--- src/rtl/dlx_mem_pkg.sv ---
// Shared encodings for the DLX fetch/data memory arbiter.
package dlx_mem_pkg;

  typedef enum logic [1:0] {
    ST_IDLE   = 2'd0,
    ST_ACCESS = 2'd1,
    ST_DONE   = 2'd2
  } state_e;

  typedef enum logic {
    OWNER_INST = 1'b0,
    OWNER_DATA = 1'b1
  } owner_e;

  // Wide enough for any supported word; users size-cast down to DATA_WIDTH.
  localparam int                     ERR_RDATA_W = 64;
  localparam logic [ERR_RDATA_W-1:0] ERR_RDATA   = '1;

endpackage

--- src/rtl/dlx_mem_arb_timer.sv ---
// Access timeout counter: counts ACCESS cycles without mem_ready.
module dlx_mem_arb_timer #(
  parameter int TIMEOUT_CYCLES = 255
) (
  input  logic clk,
  input  logic rst,
  input  logic clr,
  input  logic en,
  output logic expired
);

  localparam int CNT_W = (TIMEOUT_CYCLES > 0) ? $clog2(TIMEOUT_CYCLES + 1) : 1;

  generate
    if (TIMEOUT_CYCLES == 0) begin : g_off
      assign expired = 1'b0;
    end else begin : g_on
      logic [CNT_W-1:0] cnt;

      always_ff @(posedge clk) begin
        if (rst || clr)
          cnt <= '0;
        else if (en)
          cnt <= cnt + CNT_W'(1);
      end

      // Fires in the cycle whose increment would reach the limit, so mem_req
      // stays high for exactly TIMEOUT_CYCLES cycles.
      assign expired = en && (cnt == CNT_W'(TIMEOUT_CYCLES - 1));
    end
  endgenerate

endmodule

--- src/rtl/dlx_mem_arbiter.sv ---
// Arbitrates one single-ported memory between DLX fetch and data stages.
//   state  | meaning
//   IDLE   | waiting; grants the winning pending request
//   ACCESS | mem_req held until mem_ready or timeout
//   DONE   | one-cycle valid pulse to the owner
module dlx_mem_arbiter
  import dlx_mem_pkg::*;
#(
  parameter int DATA_WIDTH      = 32,
  parameter int INST_ADDR_WIDTH = 20,
  parameter int DATA_ADDR_WIDTH = 32,
  parameter int MEM_ADDR_WIDTH  = 32,
  parameter int STARVE_LIMIT    = 4,
  parameter int TIMEOUT_CYCLES  = 255
) (
  input  logic                       clk,
  input  logic                       rst,
  input  logic                       inst_rd_en,
  input  logic [INST_ADDR_WIDTH-1:0] inst_addr,
  output logic [DATA_WIDTH-1:0]      inst_rdata,
  output logic                       inst_valid,
  input  logic                       data_rd_en,
  input  logic                       data_wr_en,
  input  logic [DATA_ADDR_WIDTH-1:0] data_addr,
  input  logic [DATA_WIDTH-1:0]      data_wdata,
  output logic [DATA_WIDTH-1:0]      data_rdata,
  output logic                       data_valid,
  output logic                       mem_req,
  output logic                       mem_wr_en,
  output logic [MEM_ADDR_WIDTH-1:0]  mem_addr,
  output logic [DATA_WIDTH-1:0]      mem_wdata,
  input  logic [DATA_WIDTH-1:0]      mem_rdata,
  input  logic                       mem_ready,
  output logic                       pipe_stall,
  output logic                       bus_error
);

  localparam int SC_W = (STARVE_LIMIT > 0) ? $clog2(STARVE_LIMIT + 1) : 1;

  state_e            state, state_nxt;
  owner_e            owner;
  logic [SC_W-1:0]   starve_cnt;
  logic              data_req, fetch_first;
  logic              grant_inst, grant_data, access_end, expired;

  assign data_req    = data_rd_en | data_wr_en;
  assign fetch_first = (STARVE_LIMIT != 0) && (starve_cnt == SC_W'(STARVE_LIMIT));

  always_comb begin
    state_nxt  = state;
    grant_inst = 1'b0;
    grant_data = 1'b0;
    access_end = 1'b0;
    case (state)
      ST_IDLE: begin
        if (inst_rd_en && (!data_req || fetch_first))
          grant_inst = 1'b1;
        else if (data_req)
          grant_data = 1'b1;
        if (grant_inst || grant_data)
          state_nxt = ST_ACCESS;
      end
      ST_ACCESS: begin
        if (mem_ready || expired) begin
          access_end = 1'b1;
          state_nxt  = ST_DONE;
        end
      end
      ST_DONE:  state_nxt = ST_IDLE;
      default:  state_nxt = ST_IDLE;
    endcase
  end

  always_ff @(posedge clk) begin
    if (rst)
      state <= ST_IDLE;
    else
      state <= state_nxt;
  end

  dlx_mem_arb_timer #(
    .TIMEOUT_CYCLES (TIMEOUT_CYCLES)
  ) u_timer (
    .clk     (clk),
    .rst     (rst),
    .clr     (grant_inst | grant_data),
    .en      ((state == ST_ACCESS) && !mem_ready),
    .expired (expired)
  );

  always_ff @(posedge clk) begin
    if (rst) begin
      owner      <= OWNER_INST;
      starve_cnt <= '0;
      mem_req    <= 1'b0;
      mem_wr_en  <= 1'b0;
      mem_addr   <= '0;
      mem_wdata  <= '0;
      inst_rdata <= '0;
      data_rdata <= '0;
      inst_valid <= 1'b0;
      data_valid <= 1'b0;
      bus_error  <= 1'b0;
    end else begin
      inst_valid <= 1'b0;
      data_valid <= 1'b0;
      bus_error  <= 1'b0;
      if (grant_inst) begin
        owner      <= OWNER_INST;
        mem_req    <= 1'b1;
        mem_wr_en  <= 1'b0;
        mem_addr   <= MEM_ADDR_WIDTH'(inst_addr);
        mem_wdata  <= '0;
        starve_cnt <= '0;
      end
      if (grant_data) begin
        owner     <= OWNER_DATA;
        mem_req   <= 1'b1;
        mem_wr_en <= data_wr_en;
        mem_addr  <= MEM_ADDR_WIDTH'(data_addr);
        mem_wdata <= data_wdata;
        if (inst_rd_en && (starve_cnt != SC_W'(STARVE_LIMIT)))
          starve_cnt <= starve_cnt + SC_W'(1);
      end
      if (access_end) begin
        mem_req   <= 1'b0;
        bus_error <= !mem_ready;
        if (owner == OWNER_INST) begin
          inst_valid <= 1'b1;
          inst_rdata <= mem_ready ? mem_rdata : DATA_WIDTH'(ERR_RDATA);
        end else begin
          data_valid <= 1'b1;
          // Stores leave the load-data register untouched.
          if (!mem_wr_en)
            data_rdata <= mem_ready ? mem_rdata : DATA_WIDTH'(ERR_RDATA);
        end
      end
    end
  end

  assign pipe_stall = (inst_rd_en & ~inst_valid) | (data_req & ~data_valid);

endmodule

--- config.mk ---
export PLATFORM = sky130hd
export DESIGN_NAME = dlx_mem_arbiter
export DESIGN_NICKNAME = d
export VERILOG_FILES = /design/src/rtl/dlx_mem_pkg.sv /design/src/rtl/dlx_mem_arb_timer.sv /design/src/rtl/dlx_mem_arbiter.sv
export SDC_FILE = /design/constraint.sdc
export NUM_CORES = 1
export LEC_CHECK = 0
export ABC_AREA = 1
export CORE_UTILIZATION = 46
export CTS_CLUSTER_SIZE = 28
export DETAILED_ROUTE_END_ITERATION = 6
export MAX_ROUTING_LAYER = met4
export PLACE_DENSITY = 0.82
export SYNTH_ARGS = -nofsm -noshare
export SYNTH_HDL_FRONTEND = slang
export SYNTH_SLANG_ARGS = --single-unit
--- constraint.sdc ---
create_clock -name clk -period 4.7 [get_ports clk]
set_input_delay 1.175 -clock clk [delete_from_list [all_inputs] [get_ports clk]]
set_output_delay 1.175 -clock clk [all_outputs]
set_load 0.03 [all_outputs]
==> reports/results.tsv, run 1 <==
metric	value	unit
outcome	finished, final reports clean	
Ys Warns	0	
largest net degree at the start of global routing	72	
post-DR vias/cell	4.92	
initial DRC count	511	
drt first pass iters	6	
measured slew at the worst slew-check pin	1.16	ns
IO Pins	256	
Pwr Total	3.52	mW
TritonCTS Buffers	17	
MaxCap Viol Count	0	
FP Rows	42	
CP required	3.52	ns
antenna cells	0	
synthesized area per cell	7.14	um2
Post-Place Setup Slack	0.881	ns
Sequential Power Share	0.393	
final hold violations	0	
Synth Register Bits	147	
first-pass GRT wire length	29.0	mm
TritonCTS clock tree	built	
H-tree depth	4	
Layout Nets	1215	
Comb power frac	0.220	
final worst setup slack	0.878	ns
syn nets	993	
vias in the first global route	5697	
largest cells by area after synthesis	dfxtp_1 48%, nand2_1 13%, nand3_1 6.5%	
dpl hpwl	12.0	mm
clk root buf	clkbuf_16	
core area	13200	um2
Placer Congestion	0.860	
initial antenna violation count	0	
Clock Path Buffers	2	
layout cell share with drive strength beyond 1	0.0490	
Max-slew headroom	0.222	
switching part of the total power	0.285	
reg2reg setup slack	2.40	ns
synthesized area	6190	um2
post-synth top area cell	dfxtp_1	
clk slew on worst S/H paths	0.06	ns
Hold/Removal Path Class	register to register	
clk_lat worst skew	0.41	ns
Mapped Cells	867	
clock sinks	147	
chip width	118	um
CP bufs+invs	3	
fill count	1106	
WS Path Type	input port to output pin	
Yosys cell types	25	
Initial Util	0.469	
Hold Buf Count CTS	0	
ANT nets after route	0	
worst-path fanout max	3	
Routed WL	18.2	mm
Post-CTS Resized	0	
critical path's largest stage delay	0.69	ns
IO buf count	255	
Fin Setup TNS	0	ns
Final Cycle Share	0.813	
max-slew violations	0	
RSZ-0062 raised after global routing	false	
Peak VDD IR	249	uV
die area	13900	um2
DIE HEIGHT	118	um
Switch Pwr	1.00	mW
total track usage	0.268	
PD cells	376	nW/um2
setup bufs post-CTS	0	
crit-path cells	clkdlybuf4s50_1 > inv_1 > o22ai_1 > clkdlybuf4s50_1	
clock network power share	0.387	
# DRC	0	
Internal	2.51	mW
CP Data Arrival Time	2.65	ns
final core occ	0.709	
min cycle time layout	3.82	ns
final setup fails	0	
CP startpoint kind	input port	
Area Overhead vs Synth	51.2	%
Largest delay share family, worst path	buffers and inverters	
register area share after synthesis	0.476	
most frequent CP cell	clkdlybuf4s50_1	
drt wl/cell	14.2	um
Crit. End Element	output pin	
leak pwr	3.89	nW
routed vias	6288	
Synth top area share	0.476	
Overflow after GRT	0	
Max Clock Skew	0.00678	ns
slowest stage cell on the critical path	clkdlybuf4s50_1	
Max Fclk	0.262	GHz
[synth_stat cells]
library cell and number:
nand2_1 219, dfxtp_1 147, nor2_1 94, inv_1 84, nand3_1 80, a21oi_1 76, clkbuf_1 32, nand4_1 32
nand3b_1 20, o21ai_0 20, buf_2 15, nor3_1 7, buf_4 6, o21ai_1 6, nor2_2 5, buf_1 4
buf_6 4, ha_1 4, inv_2 4, nor3b_1 2, or2_2 2, a21oi_4 1, and3_1 1, nand2_2 1
o22ai_1 1
[registers in the layout, indices dropped and copies added, names as in the netlist]
name and count:
starve_cnt 3, mem_wdata 32, data_rdata 32, data_valid 1
owner 1, mem_wr_en 1, state 2, bus_error 1
mem_req 1, inst_rdata 32, inst_valid 1, u_timer.g_on.cnt 8
mem_addr 32
[cells in the final DEF, fill, tap and decap left out, drive strengths merged, types with 2 or more instances in the layout]
cell / synthesis / layout
clkdlybuf4s50: 0 / 255
nand2: 220 / 220
dfxtp: 147 / 147
nor2: 99 / 99
inv: 88 / 87
nand3: 80 / 80
a21oi: 77 / 77
nand4: 32 / 32
o21ai: 26 / 26
clkbuf: 32 / 22
nand3b: 20 / 20
buf: 29 / 9
nor3: 7 / 7
clkinv: 0 / 7
ha: 4 / 4
bufinv: 0 / 3
nor3b: 2 / 2
or2: 2 / 2
[power groups by stage]
stage	Combinational [mW]	Clock [mW]	Sequential (mW)
after floorplan	0.260	0	1.58
after global placement	0.764	0	1.41
after detailed placement	0.770	0	1.41
after CTS	0.774	1.38	1.38
after global routing	0.826	1.44	1.39
final	0.772	1.36	1.38
[path summary, 6_finish.rpt]
check	cells past startpoint	startpoint	end
worst max-delay path	4	inst_rd_en	pipe_stall
worst min-delay path	2	inst_rdata[10]$_SDFFE_PP0P_	inst_rdata[10]$_SDFFE_PP0P_
worst max register to register	3	owner$_SDFFE_PP0P_	inst_rdata[21]$_SDFFE_PP0P_
worst min register to register	2	inst_rdata[10]$_SDFFE_PP0P_	inst_rdata[10]$_SDFFE_PP0P_
[logic make-up after synthesis]
kind of cell             share of synthesized area
AND/OR/NAND/NOR                              0.328
buffers and inverters                        0.102
adder cells (fa/ha/maj)                    0.00809
AO/OA/AOI/OAI                               0.0861
flip-flops                                   0.476
[final cells by class]
class                      instances  area (um2)  area share
clock inverter                    10         131      0.0140
inverter                          88         332      0.0354
multi-input combinational        571        2630       0.281
tap                              176         220      0.0235
sequential                       147        2940       0.315
timing repair buffer             264        2630       0.281
clock buffer                      22         464      0.0496
[routing by layer]
layer / up-vias / routed length (um) / track usage
met5: - / 0 / -
met4: 0 / 321 / 0.103
met3: 23 / 1220 / 0.0625
met2: 246 / 8650 / 0.431
met1: 2806 / 7960 / 0.326
li1: 3213 / - / -
[metrics by stage]
stage,std cells,hold slack [ns],instance area [um2]
global route,1278,0.456,9360
global placement,1246,0.430,8760
finish,1278,0.442,9360
floorplan,867,0.455,6190
CTS,1278,0.444,9360
detailed placement,1246,0.436,8760
[worst min-delay path, delay by kind of cell (launching register included)]
| family | cells | cell delay [ns] |
|---|---|---|
| DFF | 1 | 0.30 |
| buffers and inverters | 1 | 0.04 |
| AOI/OAI and AO/OA | 1 | 0.05 |
(Power assumes the default switching activity.)
==> run 2: changes to the inputs <==
- CORE_UTILIZATION: 46 -> 39
- PLACE_DENSITY: 0.82 -> 0.74
- clock period: 4.7 -> 3.5 ns (I/O delays scaled with it)
==> run 2 against run 1 <==
Clock skew up 0.0031 ns. Routed wire length up 1.9%. Global-route usage down 3.7 points. Count of clock-buffer cells in the layout down 4. Via count up 0.99%. Largest cell class unchanged. Largest power group is now clock. Highest routed layer unchanged.
==> reports/results.tsv, run 2 (same netlist as run 1, synthesis figures left out) <==
metric	value	unit	change
outcome	finished, final reports clean		unchanged
initial DRC count	223		was 511
# DRC	0		unchanged
Initial Util	0.403		was 0.469
largest net degree at the start of global routing	113		was 72
CP Data Arrival Time	2.34	ns	was 2.65 ns
WS Path Type	input port to output pin		unchanged
Pwr Total	4.93	mW	was 3.52 mW
drt first pass iters	4		was 6
Placer Congestion	0.801		was 0.860
Final Cell Area	9520	um2	was 9360 um2
Comb power frac	0.211		was 0.220
Area Overhead vs Synth	53.9	%	was 51.2%
DIE HEIGHT	128	um	was 118 um
Placed Instances	1285		was 1246
HP Start	inst_rdata[23]$_SDFFE_PP0P_		was inst_rdata[10]$_SDFFE_PP0P_
setup bufs post-CTS	0		unchanged
measured slew at the worst slew-check pin	0.719	ns	was 1.16 ns
Crit. End Element	output pin		unchanged
Hold Buf Count CTS	0		unchanged
Hold/Removal Path Class	register to register		unchanged
Final Cycle Share	0.919		
dpl hpwl	12.3	mm	was 12.0 mm
clock sinks	147		unchanged
chip width	128	um	was 118 um
post-DR vias/cell	4.82		was 4.92
TritonCTS clock tree	built		unchanged
Sequential Power Share	0.376		was 0.393
total track usage	0.231		was 0.268
Fin Setup TNS	0	ns	unchanged
final setup fails	0		unchanged
IO buf count	255		unchanged
fill count	1373		was 1106
first-pass GRT wire length	29.0	mm	about the same
drt wl/cell	14.1	um	was 14.2 um
RSZ-0062 raised after global routing	false		unchanged
DP Area	8860	um2	was 8760 um2
Switch Pwr	1.41	mW	was 1.00 mW
leak pwr	3.95	nW	was 3.89 nW
H-tree depth	4		unchanged
core area	15400	um2	was 13200 um2
most common cell after layout, fill and taps aside	clkdlybuf4s50_1		unchanged
Clock Path Buffers	2		unchanged
Routed WL	18.5	mm	was 18.2 mm
Worst R2R Start	state[0]$_SDFFE_PP0P_		was owner$_SDFFE_PP0P_
IO Pins	256		unchanged
clock network power share	0.412		was 0.387
final hold violations	0		unchanged
CP startpoint	inst_rd_en		unchanged
final core occ	0.620		was 0.709
Max Clock Skew	0.00991	ns	was 0.00678 ns
PD cells	518	nW/um2	was 376 nW/um2
clk slew on worst S/H paths	0.06	ns	about the same
antenna cells	0		unchanged
Max Fclk	0.311	GHz	
FP Rows	45		was 42
ANT nets after route	0		unchanged
die area	16400	um2	was 13900 um2
worst-path fanout max	3		unchanged
switching part of the total power	0.286		was 0.285
CP required	2.62	ns	was 3.52 ns
Internal	3.52	mW	was 2.51 mW
Layout Nets	1219		was 1215
clk_lat worst skew	0.42	ns	was 0.41 ns
routed vias	6350		was 6288
layout cell share with drive strength beyond 1	0.0552		was 0.0490
vias in the first global route	5754		was 5697
most frequent cells in the layout	255 x clkdlybuf4s50_1, 219 x nand2_1, 147 x dfxtp_1		unchanged
CP startpoint kind	input port		unchanged
TritonCTS Buffers	17		unchanged
Max-slew headroom	0.520		was 0.222
Post-CTS Resized	0		unchanged
min cycle time layout	3.22	ns	
MaxCap Viol Count	0		unchanged
Overflow after GRT	0		unchanged
initial antenna violation count	0		unchanged
max-slew violations	0		unchanged
Peak VDD IR	311	uV	was 249 uV
Non-Filler Instances	1317		was 1278
clk root buf	clkbuf_16		unchanged
[run 2: cell types whose count changed in the layout (fill, tap and decap cells not counted), sizes merged]
| cell | change |
|---|---|
| buf | +4 |
| bufinv | +2 |
| clkbuf | -4 |
| clkinvlp | -1 |
| inv | +3 |
[run 2: power by group through the flow]
stage | Clock (mW) | Sequential, mW | Combinational (mW)
after global placement | 0 | 1.89 | 1.04
final | 2.03 | 1.86 | 1.04
after floorplan | 0 | 2.12 | 0.350
after global routing | 2.14 | 1.87 | 1.12
after CTS | 2.07 | 1.86 | 1.05
after detailed placement | 0 | 1.89 | 1.04
[run 2: worst paths after layout]
kind	depth (start not counted)	endpoint	slack, ns
setup / recovery	4	pipe_stall	0.28
hold / removal	2	inst_rdata[23]$_SDFFE_PP0P_	0.44
setup reg to reg	9	inst_rdata[4]$_SDFFE_PP0P_	1.39
hold reg to reg	2	inst_rdata[23]$_SDFFE_PP0P_	0.44
[run 2: cell type report]
class	count	area [um2]	area share
clock inverters	14	225	0.0236
clock buffers	18	439	0.0461
well taps	211	264	0.0277
flip-flops and latches	147	2940	0.309
repair buffers	268	2690	0.282
multi-input cells	571	2630	0.277
inverters	88	332	0.0348
[run 2: worst max-delay path, stage by stage]
cell             delay, ns
clkdlybuf4s50_1       0.55
inv_1                 0.09
o22ai_1               0.15
clkdlybuf4s50_1       0.69
[run 2: stage by stage]
stage / hold slack, ns / setup slack, ns
floorplan: 0.455 / 1.21
global placement: 0.430 / 0.281
detailed placement: 0.434 / 0.282
CTS: 0.443 / 0.276
global route: 0.455 / 0.205
finish: 0.442 / 0.283
[run 2: layer usage]
metal	up-vias	part of all wire	global-route usage
li1	3231	-	-
met1	2905	0.43	0.267
met3	15	0.092	0.0822
met2	199	0.47	0.379
met4	0	0.011	0.0637
met5	-	0	-
==> run 3: changes to the inputs <==
- CTS_CLUSTER_SIZE: 28 -> 24
- HOLD_SLACK_MARGIN: default -> 0.12
==> results of run 3 <==
Final layout, timing and power as in run 2 (identical DEF).
